**config.mk**
```make
export PLATFORM = sky130hd
export DESIGN_NAME = nv_nvdla_cmac_pingpong_ctrl
export DESIGN_NICKNAME = d
export VERILOG_FILES = /design/src/rtl/nv_nvdla_cmac_pkg.sv /design/src/rtl/nv_nvdla_cmac_op_en_bit.sv /design/src/rtl/nv_nvdla_cmac_pingpong_ctrl.sv
export SDC_FILE = /design/constraint.sdc
export NUM_CORES = 1
export LEC_CHECK = 0
export ABC_AREA = 1
export CELL_PAD_IN_SITES_DETAIL_PLACEMENT = 1
export CELL_PAD_IN_SITES_GLOBAL_PLACEMENT = 2
export CORE_MARGIN = 4
export CORE_UTILIZATION = 22
export DETAILED_ROUTE_END_ITERATION = 7
export PLACE_DENSITY = 0.8
export SLEW_MARGIN = 20
export SYNTH_ARGS = -nofsm -noshare
export SYNTH_HDL_FRONTEND = slang
export SYNTH_SLANG_ARGS = --single-unit
```
**constraint.sdc**
```tcl
create_clock -name nvdla_core_clk -period 2 [get_ports nvdla_core_clk]
set_input_delay 0.2 -clock nvdla_core_clk [delete_from_list [all_inputs] [get_ports nvdla_core_clk]]
set_output_delay 0.2 -clock nvdla_core_clk [all_outputs]
set_load 0.005 [all_outputs]
```
**src/rtl/nv_nvdla_cmac_pkg.sv**
```systemverilog
// Shared definitions for the CMAC ping-pong layer controller.
// State encoding and precision defaults live here.
package nv_nvdla_cmac_pkg;

    localparam int          CMAC_PREC_W   = 2;
    localparam logic [1:0]  CMAC_PREC_RST = 2'b01;

    typedef enum logic [1:0] {
        ST_IDLE  = 2'b00,
        ST_START = 2'b01,
        ST_BUSY  = 2'b10
    } cmac_state_e;

endpackage

```
**src/rtl/nv_nvdla_cmac_op_en_bit.sv**
```systemverilog
// One register-group OP_ENABLE flag.
// Set has priority over clear; otherwise the flag holds.
module nv_nvdla_cmac_op_en_bit (
    input  logic clk_i,
    input  logic rst_ni,
    input  logic set_i,
    input  logic clr_i,
    output logic q_o
);

    logic q_q;
    logic q_d;

    always_comb begin
        q_d = q_q;
        if (set_i) begin
            q_d = 1'b1;
        end else if (clr_i) begin
            q_d = 1'b0;
        end
    end

    always_ff @(posedge clk_i or negedge rst_ni) begin
        if (!rst_ni) begin
            q_q <= 1'b0;
        end else begin
            q_q <= q_d;
        end
    end

    assign q_o = q_q;

endmodule

```
**src/rtl/nv_nvdla_cmac_pingpong_ctrl.sv**
```systemverilog
// Ping-pong layer controller: alternates between two register groups,
// launching the datapath with a shadowed copy of the active group's config.
module nv_nvdla_cmac_pingpong_ctrl
    import nv_nvdla_cmac_pkg::*;
#(
    parameter int                PREC_W   = CMAC_PREC_W,
    parameter logic [PREC_W-1:0] PREC_RST = PREC_W'(CMAC_PREC_RST)
) (
    input  logic              nvdla_core_clk,
    input  logic              nvdla_core_rstn,
    input  logic              op_en_trigger_0,
    input  logic              op_en_trigger_1,
    input  logic              op_en_wdata,
    input  logic              conv_mode_0,
    input  logic              conv_mode_1,
    input  logic [PREC_W-1:0] proc_precision_0,
    input  logic [PREC_W-1:0] proc_precision_1,
    input  logic              dp_done,
    output logic              op_en_0,
    output logic              op_en_1,
    output logic              consumer,
    output logic              dp_start,
    output logic              dp_busy,
    output logic              dp_conv_mode,
    output logic [PREC_W-1:0] dp_proc_precision,
    output logic [1:0]        done_intr
);

    cmac_state_e       state_q, state_d;
    logic              cons_q, cons_d;
    logic              mode_q, mode_d;
    logic [PREC_W-1:0] prec_q, prec_d;
    logic [1:0]        intr_q, intr_d;
    logic              done_acc;
    logic [1:0]        op_en;
    logic [1:0]        trig;
    logic [1:0]        set_v;
    logic [1:0]        clr_v;

    assign trig = {op_en_trigger_1, op_en_trigger_0};

    always_comb begin
        state_d  = state_q;
        cons_d   = cons_q;
        mode_d   = mode_q;
        prec_d   = prec_q;
        done_acc = 1'b0;
        unique case (state_q)
            ST_IDLE: begin
                if (op_en[cons_q]) begin
                    state_d = ST_START;
                    mode_d  = cons_q ? conv_mode_1 : conv_mode_0;
                    prec_d  = cons_q ? proc_precision_1 : proc_precision_0;
                end
            end
            ST_START: state_d = ST_BUSY;
            ST_BUSY: begin
                if (dp_done) begin
                    state_d  = ST_IDLE;
                    cons_d   = ~cons_q;
                    done_acc = 1'b1;
                end
            end
            default: state_d = ST_IDLE;
        endcase
        intr_d = done_acc ? (2'b01 << cons_q) : 2'b00;
    end

    // A write-0 to the running group is dropped so the layer cannot be pulled
    for (genvar g = 0; g < 2; g++) begin : g_op_en
        logic own;
        assign own      = (cons_q == 1'(g));
        assign set_v[g] = trig[g] & op_en_wdata;
        assign clr_v[g] = (trig[g] & ~op_en_wdata & ~(own & dp_busy))
                        | (done_acc & own);

        nv_nvdla_cmac_op_en_bit u_bit (
            .clk_i  (nvdla_core_clk),
            .rst_ni (nvdla_core_rstn),
            .set_i  (set_v[g]),
            .clr_i  (clr_v[g]),
            .q_o    (op_en[g])
        );
    end

    always_ff @(posedge nvdla_core_clk or negedge nvdla_core_rstn) begin
        if (!nvdla_core_rstn) begin
            state_q <= ST_IDLE;
            cons_q  <= 1'b0;
            mode_q  <= 1'b0;
            prec_q  <= PREC_RST;
            intr_q  <= 2'b00;
        end else begin
            state_q <= state_d;
            cons_q  <= cons_d;
            mode_q  <= mode_d;
            prec_q  <= prec_d;
            intr_q  <= intr_d;
        end
    end

    assign op_en_0           = op_en[0];
    assign op_en_1           = op_en[1];
    assign consumer          = cons_q;
    assign dp_start          = (state_q == ST_START);
    assign dp_busy           = (state_q != ST_IDLE);
    assign dp_conv_mode      = mode_q;
    assign dp_proc_precision = prec_q;
    assign done_intr         = intr_q;

endmodule

```
==> impl_metrics.toml <==
[run_status]
status = "complete, no violations"

[timing]
clock_skew_ns = 0.0006952
max_freq_ghz = 0.6197
fin_crit_ns = 1.614
maxSlewHeadroom_pct = 69.42
hold_viol_final = 0
fin_crit_sh_pct = 80.68
rsz0062_at_grt = "false"
setup-tns-final_ns = 0
finalSetupViolCount = 0
slew_violations = 0
worstMarginPinSlew_ns = 0.4573

[yosys]
synthTopCellsByCount = "30 x nand2_1, 9 x dfrtp_1, 3 x inv_2, 3 x nand3_1"
synth_top_family_by_area = "simple AND/OR/NAND/NOR gates"
synth_edf_count = 0
ys_ff_latch = 10
synth_mux_area_share_pct = 0
synth.most_common_cell = "nand2_1"
syn-cell-area_um2 = 483.0
yosysTopAreaCell = "dfrtp_1"
yosysWarnings = 0
syn_avg_cell_area_um2 = 8.186
synth_cells = 59
async_flop_share_pct = 100.0
synth_area_leaders = "dfrtp_1 47%, nand2_1 23%, dfstp_2 5.4%"
synth_top_area_share_pct = 46.63
synth_nets = 71
synth_cell_types = 14
synth-simple-area-share_pct = 37.05
synth-xor-area-share_pct = 0
yosysSeqAreaShare_pct = 52.07
ys.flop_type = "dfrtp_1"
synth-compound-area-share_pct = 1.554
synth_fa_ha_area_share_pct = 0

[job]
timing.max_cap.violations = 0

[worst_setup_path]
reg2regPathDepth = 7
reg2reg_from = "consumer$_DFFE_PN0N_"
r2r-end = "dp_proc_precision[1]$_DFFE_PN0P_"
worst_setup_path_start_kind = "flop"
crit_end = "consumer"
critPathBufInv = 1
crit_path_start = "consumer$_DFFE_PN0N_"
crit_cells = 1
path_delay_family = "flip-flops"
arrival_ns = 1.41
slowest_delay_ns = 0.57
slowest_stage = "dfrtp_1"
cp-end-kind = "output pin"
crit_fanout = 9
path_class = "reg2out"
required_ns = 1.80
r2r_slack_ns = 0.91
crit_chain = "clkdlybuf4s50_1"

[clocking]
cts_setup_buffers = 0
path_clk_slew_ns = 0.07
clkSinkCount = 10
cts_tree = "yes"
hold_buffers = 0
cts_resized = 0
h-tree-depth = 1
cts_buffers = 3
clock_latency_ns = 0.27
cts_root_buf = "clkbuf_4"
clockBufferDepth = 2

[floorplan]
core_um2 = 2022
die_y_um = 54.86
initial_core_util_pct = 23.89
dieArea_um2 = 3009
ios = 22
die_w_um = 54.86
num_rows = 16

[drt]
num_vias = 459
routed_wl_um = 1166
ant_nets = 0
wl_per_cell_um = 10.60
vias_per_cell = 4.173
drc = 0
first_iter_violations = 4
firstDrtPassIters = 4

[cells_and_area]
nFillCells = 250
antenna_cells = 0
nets = 96
syn2layout_area_growth_pct = 55.70
layout-drive-gt1-share_pct = 16.87
final_cell_count_no_fill = 110
fin_util_pct = 37.19

[global_route]
grt_max_degree = 11
antenna_found_initial = 0
grt_util_all_layers_pct = 9.245
globalRouteOverflowTotal = 0
grt_pass1_vias = 451
grt_pass1_wl_um = 1918

[min_path]
hold_path_class = "in2async"

[placed_design]
dp.cells = 106
place.detailed.hpwl_um = 984.7
gp_congestion = 0.7098
numPortBuffers = 21

[power]
peakVddDrop_mv = 0.3994
power_density_nw_per_um2 = 1341
p_leak_nw = 0.3825
## area by class of cell
class / count / area [um^2] / area share [%]
Sequential cell: 10 / 251.5 / 33.44
Clock buffer: 4 / 36.28 / 4.825
Tap cell: 27 / 33.78 / 4.493
Inverter: 7 / 33.78 / 4.493
Multi-Input combinational cell: 41 / 186.4 / 24.79
Timing Repair Buffer: 21 / 210.2 / 27.95
## power breakdown
part,internal [mW],switching (mW),total [mW]
sequential,0.283,0.0756,0.358
clock,0.111,0.0782,0.189
combinational,0.241,0.220,0.461
## layout by cell type (no fill, tap or decap), drive strengths merged
cell	Yosys	final
clkbuf	0	4
nand2	34	34
clkdlybuf4s50	0	21
nand3	3	3
nor2	1	1
dfstp	1	1
dfrtp	9	9
inv	7	7
o21bai	1	1
nand4	2	2
## worst min-delay path by stage
stage	from	to	slack (ns)	depth (start not counted)
2_1_floorplan	nvdla_core_rstn	consumer$_DFFE_PN0N_	-0.1	0
3_3_place_gp	dp_proc_precision[0]$_DFFE_PN1P_	dp_proc_precision[0]$_DFFE_PN1P_	0.46	2
3_5_place_dp	dp_proc_precision[0]$_DFFE_PN1P_	dp_proc_precision[0]$_DFFE_PN1P_	0.47	2
4_1_cts	nvdla_core_rstn	done_intr[1]$_DFF_PN0_	0.25	1
5_1_grt	nvdla_core_rstn	g_op_en[1].u_bit.q_o$_DFFE_PN0P_	0.28	1
6_report	nvdla_core_rstn	done_intr[1]$_DFF_PN0_	0.24	1
## cells by family after synthesis
| family | Yosys count |
|---|---|
| AND/OR/NAND/NOR | 40 |
| flip-flops | 10 |
| buffers and inverters | 8 |
| AO/OA/AOI/OAI | 1 |
## state kept, by name, summed over array words and instances, names as in the netlist
signal / count
consumer: 1
done_intr: 2
dp_conv_mode: 1
dp_proc_precision: 2
g_op_en.u_bit.q_o: 2
state_q: 2
## per-stage QoR
stage                     worst slack, ns  power [mW]  cell area [um^2]  hold WS (ns)
after floorplan                     1.049      0.6223             483.0      -0.09559
after global placement             0.7007      0.8255             715.7        0.4559
after CTS                          0.3656       1.031             752.0        0.2528
after global routing               0.3270       1.099             752.0        0.2772
after detailed placement           0.6659      0.8393             715.7        0.4661
final                              0.3863       1.009             752.0        0.2394
## layer usage
metal	up-vias	track usage (%)	wire length [um]
met3	3	0.8174	64
met5	-	0	0
met4	0	8.714	32
met2	16	14.17	547
met1	209	11.15	521
li1	231	-	-
(Power assumes the default switching activity.)
==> variant: new RTL, same flow settings <==
Register the outputs `op_en_0`, `op_en_1` and `dp_start`, without a reset; this adds one clock of latency there. The other outputs are not delayed to match.
--- a/src/rtl/nv_nvdla_cmac_pingpong_ctrl.sv
+++ b/src/rtl/nv_nvdla_cmac_pingpong_ctrl.sv
@@ -99,10 +99,12 @@
         end
     end
 
-    assign op_en_0           = op_en[0];
-    assign op_en_1           = op_en[1];
     assign consumer          = cons_q;
-    assign dp_start          = (state_q == ST_START);
+    always_ff @(posedge nvdla_core_clk) begin
+        op_en_0  <= op_en[0];
+        op_en_1  <= op_en[1];
+        dp_start <= (state_q == ST_START);
+    end
     assign dp_busy           = (state_q != ST_IDLE);
     assign dp_conv_mode      = mode_q;
     assign dp_proc_precision = prec_q;
Formal check against the unedited RTL: not equivalent (a bounded check fails within 4 cycles, from zero or initial values and one cycle with nvdla_core_rstn low).
==> variant against the original RTL <==
Design area grew 7.0%. Worst setup slack lost 0.0056 ns. Critical path depth is the same. Routed wire length grew 5.7%. First-iteration DRC count is the same. Clock power shrank 15%. Core utilization shrank 1.8 points. Area after synthesis grew 12%. Global-route usage shrank 0.90 points. Sequential cell count grew 3. Power grew 5.7%. Register-to-register slack lost 0.02 ns.
==> variant: results (changes against the original RTL) <==
[outcome]
outcome = finished clean  ; unchanged

[synthesis]
synth_common_cells = nand2_1 (30), dfrtp_1 (9), dfxtp_1 (3), inv_2 (3), nand3_1 (3)  ; was nand2_1 (30), dfrtp_1 (9), inv_2 (3), nand3_1 (3)
yosysSeqAreaShare_pct = 57.37  ; was 52.07%
synthFlopType = dfrtp_1  ; unchanged
async_flop_share_pct = 76.92  ; was 100.0%
ys_types = 15  ; was 14
synthTopCellsByArea = dfrtp_1 (41%), nand2_1 (21%), dfxtp_1 (11%)  ; was dfrtp_1 (47%), nand2_1 (23%), dfstp_2 (5.4%)
synth_area_per_cell_um2 = 8.758  ; was 8.186 um2
syn_nets = 74  ; was 71

[die]
die_w_um = 57.68  ; was 54.86 um

[place]
gp_congestion = 0.6873  ; was 0.7098
io_buffers = 21  ; unchanged
dp_hpwl_um = 1012  ; was 984.7 um
dp.cells = 110  ; was 106

[cells_and_area]
final_layout_size_suffix_gt1_share_pct = 16.28  ; was 16.87%
buffer_area_share_pct = 26.13  ; was 27.95%
finalNetCount = 99  ; was 96
clk_share_pct = 3.421  ; was 4.825%
seq_share_pct = 38.72  ; was 33.44%
flops_and_latches = 13  ; was 10
fillerInstances = 279  ; was 250
clkbuf_count = 3  ; was 4

[detailed_routing]
first_pass_iters = 2  ; was 4
routed_wl_um = 1232  ; was 1166 um
wl_per_cell_um = 10.81  ; was 10.60 um
drt-initial-drc-count = 4  ; unchanged
vias = 458  ; was 459

[setup_path]
critPathTopFamily = buffers and inverters  ; was flip-flops
critPathSlowestCell = clkdlybuf4s50_1  ; was dfrtp_1

[global_routing]
grt_usage_pct = 8.349  ; was 9.245%
grt_pass1_vias = 494  ; was 451
grt_pass1_wl_um = 2139  ; was 1918 um

[clock_tree]
clk_pin_slew_worst_paths_ns = 0.08
htreeDepth = 1  ; unchanged
clk_latency_ns = 0.27  ; about the same

[power]
max-vdd-ir-drop_v = 0.0005235  ; was 0.0003994 V
leakage_uw = 0.0004043  ; was 0.0003825 uW

[timing]
skew_ns = 0.002816  ; was 0.0006952 ns
relSlewSlack_pct = 69.36  ; was 69.42%

[variant: changes by cell type in the layout (fill, tap and decap cells not counted)]
cell / before / now
clkbuf_8: 1 / 0
dfxtp_1: 0 / 3
clkinv_2: 0 / 1
[variant: logic make-up (layout without fill, tap and decap cells)]
| logic type | Yosys count | after routing | synth area share (%) |
|---|---|---|---|
| AND/OR/NAND/NOR | 40 | 40 | 32.95 |
| AO/OA/AOI/OAI | 1 | 1 | 1.383 |
| buffers and inverters | 8 | 32 | 8.296 |
| flip-flops | 13 | 13 | 57.38 |
[variant: power by group]
part / internal, uW / switching (uW) / total, uW
clock: 74.1 / 86.4 / 160
sequential: 362 / 80.3 / 442
combinational: 242 / 221 / 463
[variant: final timing paths]
path	endpoint	slack, ns	cells past startpoint
setup / recovery	consumer	0.38	1
hold / removal	done_intr[1]$_DFF_PN0_	0.24	1
setup reg to reg	g_op_en[0].u_bit.q_o$_DFFE_PN0P_	0.89	4
hold reg to reg	op_en_1$_DFF_P_	0.42	0
max in group asynchronous	dp_proc_precision[0]$_DFFE_PN1P_	1.42	1
min in group nvdla_core_clk	op_en_1$_DFF_P_	0.42	0
[variant: metrics by stage]
| stage | area [um2] | setup WS [ns] |
|---|---|---|
| after floorplan | 543.0 | 1.049 |
| after global placement | 777.0 | 0.6926 |
| after detailed placement | 777.0 | 0.6787 |
| after CTS | 804.5 | 0.3613 |
| after global routing | 804.5 | 0.3225 |
| final | 804.5 | 0.3807 |
[variant: layer usage]
| layer | part of all wire [%] | wire [um] | track usage, % | up-vias |
|---|---|---|---|---|
| met5 | 0 | 0 | 0 | - |
| met4 | 0 | 0 | 2.980 | 0 |
| met3 | 6.9 | 85 | 3.118 | 0 |
| met2 | 49 | 601 | 13.23 | 12 |
| met1 | 44 | 545 | 10.35 | 211 |
| li1 | - | - | - | 235 |
